[src/rtl/picorisc_mem_pkg.sv]
// picorisc_mem_pkg -- shared types and helpers for the picoRISC load/store path. Rev 1.0
`default_nettype none

package picorisc_mem_pkg;

  typedef enum logic [1:0] {IDLE, STORE, LOAD, ERR} mau_state_t;

  typedef enum logic [1:0] {SZ_B, SZ_H, SZ_W, SZ_RSV} mem_size_t;

  // Byte count of an access; the reserved encoding is rejected before this matters.
  function automatic logic [2:0] nbytes(mem_size_t sz);
    case (sz)
      SZ_B:    nbytes = 3'd1;
      SZ_H:    nbytes = 3'd2;
      default: nbytes = 3'd4;
    endcase
  endfunction

endpackage

`default_nettype wire

[src/rtl/load_extend.sv]
// load_extend -- assembles little-endian load bytes and sign/zero-extends to XLEN. Rev 1.0
`default_nettype none

module load_extend
  import picorisc_mem_pkg::*;
#(
  parameter int XLEN = 32
) (
  input  logic [3:0][7:0]  bytes_in,
  input  logic [1:0]       size,
  input  logic             sign,
  output logic [XLEN-1:0]  data
);

  always_comb begin
    data = '0;
    case (mem_size_t'(size))
      SZ_B: begin
        data       = {XLEN{sign & bytes_in[0][7]}};
        data[7:0]  = bytes_in[0];
      end
      SZ_H: begin
        data       = {XLEN{sign & bytes_in[1][7]}};
        data[15:0] = {bytes_in[1], bytes_in[0]};
      end
      default: begin
        data       = {XLEN{sign & bytes_in[3][7]}};
        data[31:0] = bytes_in;
      end
    endcase
  end

endmodule

`default_nettype wire

[src/rtl/mem_access_unit.sv]
// mem_access_unit -- splits CPU loads/stores into byte-wide RAM accesses. Rev 1.0
// Optional build macro MAU_ALIGN_CHECK_EN: also rejects accesses whose addr is not a multiple of N.
`default_nettype none

module mem_access_unit
  import picorisc_mem_pkg::*;
#(
  parameter int MEM_DEPTH = 200,
  parameter int XLEN      = 32
) (
  input  logic            clk,
  input  logic            n_rst,
  input  logic            req,
  input  logic            we,
  input  logic [1:0]      size,
  input  logic            sign,
  input  logic [7:0]      addr,
  input  logic [XLEN-1:0] wdata,
  output logic            ready,
  output logic            done,
  output logic            rvalid,
  output logic [XLEN-1:0] rdata,
  output logic            err,
  output logic            ram_sw,
  output logic [7:0]      ram_addr,
  output logic [7:0]      ram_din,
  input  logic [7:0]      ram_dout
);

  localparam logic [9:0] c_depth = 10'(MEM_DEPTH);

  mau_state_t      r_state;
  logic [2:0]      r_cnt;
  logic [2:0]      r_n;
  logic [7:0]      r_base;
  logic [XLEN-1:0] r_wdata;
  logic [1:0]      r_size;
  logic            r_sign;
  logic [3:0][7:0] r_bytes;
  logic [3:0][7:0] w_ld_bytes;
  logic [2:0]      w_req_n;
  logic [9:0]      w_last;
  logic            w_misalign;
  logic            w_fail;
  logic [1:0]      w_idx;
  logic [1:0]      w_nxt_idx;
  logic [XLEN-1:0] w_ext;

  assign w_req_n = nbytes(mem_size_t'(size));
  assign w_last  = {2'b00, addr} + {7'd0, w_req_n} - 10'd1;

`ifdef MAU_ALIGN_CHECK_EN
  assign w_misalign = (addr[1:0] & (w_req_n[1:0] - 2'd1)) != 2'd0;
`else
  assign w_misalign = 1'b0;
`endif

  assign w_fail    = (size == 2'b11) || (w_last >= c_depth) || w_misalign;
  assign w_idx     = r_cnt[1:0] - 2'd1;
  assign w_nxt_idx = r_cnt[1:0] + 2'd1;

  // The final load byte is still on ram_dout when rdata is written, so splice it in here.
  always_comb begin
    w_ld_bytes        = r_bytes;
    w_ld_bytes[w_idx] = ram_dout;
  end

  load_extend #(.XLEN(XLEN)) u_load_extend (
    .bytes_in (w_ld_bytes),
    .size     (r_size),
    .sign     (r_sign),
    .data     (w_ext)
  );

  always_ff @(posedge clk or negedge n_rst) begin
    if (!n_rst) begin
      r_state  <= IDLE;
      r_cnt    <= 3'd0;
      r_n      <= 3'd0;
      r_base   <= 8'd0;
      r_wdata  <= '0;
      r_size   <= 2'd0;
      r_sign   <= 1'b0;
      r_bytes  <= '0;
      ready    <= 1'b1;
      done     <= 1'b0;
      rvalid   <= 1'b0;
      err      <= 1'b0;
      rdata    <= '0;
      ram_sw   <= 1'b0;
      ram_addr <= 8'd0;
      ram_din  <= 8'd0;
    end else begin
      done   <= 1'b0;
      rvalid <= 1'b0;
      err    <= 1'b0;

      case (r_state)
        STORE: begin
          if (r_cnt == r_n - 3'd1) begin
            r_state <= IDLE;
            ram_sw  <= 1'b0;
            done    <= 1'b1;
            ready   <= 1'b1;
          end else begin
            r_cnt    <= r_cnt + 3'd1;
            ram_addr <= r_base + {5'd0, r_cnt} + 8'd1;
            ram_din  <= r_wdata[{w_nxt_idx, 3'b000} +: 8];
          end
        end
        LOAD: begin
          // Read data lags the address by one cycle, so capture trails issue by one.
          if (r_cnt != 3'd0) r_bytes[w_idx] <= ram_dout;
          if (r_cnt == r_n) begin
            r_state <= IDLE;
            done    <= 1'b1;
            rvalid  <= 1'b1;
            ready   <= 1'b1;
            rdata   <= w_ext;
          end else begin
            r_cnt <= r_cnt + 3'd1;
            if ((r_cnt + 3'd1) < r_n) ram_addr <= r_base + {5'd0, r_cnt} + 8'd1;
          end
        end
        ERR:     r_state <= IDLE;
        default: r_state <= IDLE;
      endcase

      // Acceptance overrides the state step above so the done cycle can start a new access.
      if (ready && req) begin
        r_base  <= addr;
        r_wdata <= wdata;
        r_size  <= size;
        r_sign  <= sign;
        r_n     <= w_req_n;
        r_cnt   <= 3'd0;
        if (w_fail) begin
          r_state <= ERR;
          done    <= 1'b1;
          err     <= 1'b1;
          ready   <= 1'b1;
        end else begin
          r_state  <= we ? STORE : LOAD;
          ready    <= 1'b0;
          ram_addr <= addr;
          if (we) begin
            ram_sw  <= 1'b1;
            ram_din <= wdata[7:0];
          end
        end
      end
    end
  end

endmodule

`default_nettype wire

[config.mk]
export PLATFORM = sky130hd
export DESIGN_NAME = mem_access_unit
export DESIGN_NICKNAME = d
export VERILOG_FILES = /design/src/rtl/picorisc_mem_pkg.sv /design/src/rtl/load_extend.sv /design/src/rtl/mem_access_unit.sv
export SDC_FILE = /design/constraint.sdc
export NUM_CORES = 1
export LEC_CHECK = 0
export ABC_CLOCK_PERIOD_IN_PS = 8700
export BUFFER_PORTS_ARGS = -buffer_cell sky130_fd_sc_hd__buf_4
export CAP_MARGIN = 10
export CORE_AREA = 3 3 116 118
export CTS_CLUSTER_DIAMETER = 100
export DETAILED_ROUTE_END_ITERATION = 8
export DIE_AREA = 0 0 119 121
export HOLD_SLACK_MARGIN = 0.06
export PLACE_DENSITY_LB_ADDON = 0.12
export RECOVER_POWER = 50
export SLEW_MARGIN = 20
export SYNTH_ARGS = -nofsm -noshare
export SYNTH_HDL_FRONTEND = slang
export SYNTH_SLANG_ARGS = --single-unit
[constraint.sdc]
create_clock -name clk -period 8.7 [get_ports clk]
set_input_delay 1.305 -clock clk [delete_from_list [all_inputs] [get_ports clk]]
set_output_delay 1.305 -clock clk [all_outputs]
set_load 0.005 [all_outputs]
==> impl_metrics.ini <==
[finish]
syn_to_final_growth_pct = 22.1
fill_cells = 1014
utilization_pct = 66.3
drive_gt1_share_pct = 25.7
finalNetCount = 837
diodes = 0

[worst_setup_path]
startpoint_type = input pin
cp.depth = 1
crit_arrival_ns = 4.47
path_max_fanout = 84
critPathSlowestCell = clkbuf_1
cp_cell_sequence = clkbuf_1
cp_data_required_time_ns = 8.16
path_buf_inv = 1
reg2reg_depth = 9
path_delay_family = buffers and inverters
endpoint_kind = async pin
max_stage_delay_ns = 3.11
criticalPathCategory = in2async

[timing]
max_freq_ghz = 0.200
setup_viol = 0
fin_crit_ns = 5.01
fin_crit_sh_pct = 57.6
slew_violations = 190
worst_slew_pin_slew_ns = 4.51
tns_ns = 0
maxSlewHeadroom_pct = -200
grt_setup_unrepaired = no
fin_skew_ns = 0.00683
hold_slack_ns = 0.474
final_hold_viol_count = 0

[drt]
viasPerCell = 5.36
ant_nets = 0
vias = 5043
wl_per_cell_um = 16.2
drt_iter0_markers = 297
route.detailed.drc = 0
routed_wl_mm = 15.3
first_pass_iters = 5

[clock_tree]
cts_tree = yes
cts.sinks = 136
cts_root_buffer = clkbuf_16
cts_resized = 0
htree_levels = 4
hold_buffers = 0
numCtsBuffers = 17
clk_pin_slew_worst_paths_ns = 0.06
clockBufferDepth = 2
insertion_delay_ns = 0.42
post_cts_buffers = 0

[die]
dieArea_um2 = 14400
fp.dieW_um = 119
io_pins = 108
rows = 41
start_util_pct = 54.3
die_h_um = 121
core_um2 = 12600

[status]
status = complete, but fails checks
violations = max-capacitance violations, max-slew violations

[logic_synthesis]
avgSynthCellArea_um2 = 10.4
synth_nets = 737
synth-seq-cells = 136
yosysMostFrequentCell = nand2_1
yosys.cell_types.count = 51
synthDominantCellAreaShare_pct = 49.5
netlist_area_um2 = 6820
synthTopCellsByArea = dfrtp_1, nand2_1, mux2_2
synthCells = 655
synth_top_area_cell = dfrtp_1
yosys_warnings = 0
synthFlopType = dfrtp_1
yosys-top-cells-count = nand2_1, dfrtp_1, nor2_1
synth_edf_count = 0
synth_async_sr_flop_share_pct = 100
seq_area_frac_synth_pct = 49.9

[global_route]
grt_start_max_net_pins = 85
grtUsageTotal_pct = 22.1
gr-total-overflow = 0
grt_pass1_vias = 5048
antenna_found_initial = 0
grt_pass1_wl_mm = 25.1

[worst_hold_path]
hold_class = reg2reg
holdPathStages = 2

[placement]
portBuffers = 107
gp_congestion = 0.878
hpwl_mm = 10.3

[pwr]
powerDensity_nw_per_um2 = 173
p_leak_uw = 0.00421
irDropWorstVdd_mv = 0.122

[flow_run]
maxCapViolCount = 3
-- layout make-up --
type                            instances  area (µm²)  share of cell area (%)
Inverter                               31         116                    1.40
Clock inverter                          6        86.3                    1.04
Clock buffer                           26         519                    6.23
Tap cell                              172         215                    2.58
Multi-Input combinational cell        457        3160                    38.0
Sequential cell                       136        3400                    40.9
Timing Repair Buffer                  112         826                    9.91
-- path summary, 6_finish.rpt --
check | slack, ns | endpoint | from
hold reg to reg | 0.47 | r_wdata[25]$_DFFE_PN0P_ | r_wdata[25]$_DFFE_PN0P_
min in group asynchronous | 2.50 | rvalid$_DFF_PN0_ | n_rst
setup reg to reg | 5.01 | ram_addr[1]$_DFF_PN0_ | r_cnt[0]$_DFFE_PN0P_
setup / recovery | 3.69 | r_state[0]$_DFFE_PN0P_ | n_rst
max in group clk | 4.71 | ram_din[5]$_DFF_PN0_ | req
hold / removal | 0.47 | r_wdata[25]$_DFFE_PN0P_ | r_wdata[25]$_DFFE_PN0P_
-- per-layer routing --
| layer | track usage, % | share of wire, % | routed length (µm) |
|---|---|---|---|
| met1 | 28.2 | 44 | 6730 |
| met2 | 36.5 | 50 | 7610 |
| met3 | 5.83 | 4.8 | 736 |
| met4 | 8.11 | 1.2 | 182 |
| met5 | 0 | 0 | 0 |
-- power breakdown --
part           total (µW)  switching (µW)  leakage, µW  internal [µW]
Clock                 725             258     0.000297            467
Sequential            640            2.20      0.00169            638
Combinational        79.3            44.2      0.00222           35.0
-- cells in the final DEF (no fill, tap or decap), drive strengths merged, types with 2 or more instances in the layout --
cell,instances
nor4,2
a2bb2oi,3
nand3,2
fa,2
nand2,146
a21o,4
nor3,2
dfrtp,135
clkbuf,52
xor2,8
a21oi,33
ha,25
o21ai,35
nor2b,5
bufinv,2
o211ai,9
o21a,10
or3,2
a31oi,5
inv,31
clkinv,3
o21bai,3
and2,3
mux2i,30
nand4,2
xnor2,5
mux2,46
nand2b,12
o211a,2
nor2,35
mux4,8
nor3b,3
buf,86
o2bb2ai,5
-- registers in the layout, indices dropped and copies added, names as in the netlist --
| register | flops |
|---|---|
| r_size | 2 |
| r_wdata | 32 |
| r_cnt | 3 |
| r_base | 8 |
| done | 1 |
| r_state | 2 |
| err | 1 |
| ready | 1 |
| r_n | 3 |
| rdata | 32 |
| r_bytes | 32 |
| ram_sw | 1 |
| ram_addr | 8 |
| r_sign | 1 |
| rvalid | 1 |
| ram_din | 8 |
-- logic make-up after synthesis --
kind of cell / after synthesis / share of synthesized area, %
AOI/OAI and AO/OA: 114 / 10.3
xor gates and xnor gates: 14 / 2.00
adders and majority gates: 27 / 5.17
buffers and inverters: 62 / 3.72
DFF: 136 / 49.9
muxes: 84 / 15.4
and+or+nand+nor: 218 / 13.5
-- stage by stage --
step | setup slack (ns) | total power, µW | instance area [µm²] | cells
finish | 3.69 | 1440 | 8330 | 940
global route | 2.78 | 1500 | 8330 | 940
CTS | 4.89 | 1460 | 8350 | 940
detailed placement | 4.47 | 731 | 7740 | 908
global placement | 4.58 | 727 | 7740 | 908
floorplan | 4.93 | 685 | 6820 | 655
Power figures use the tool's default switching activity.
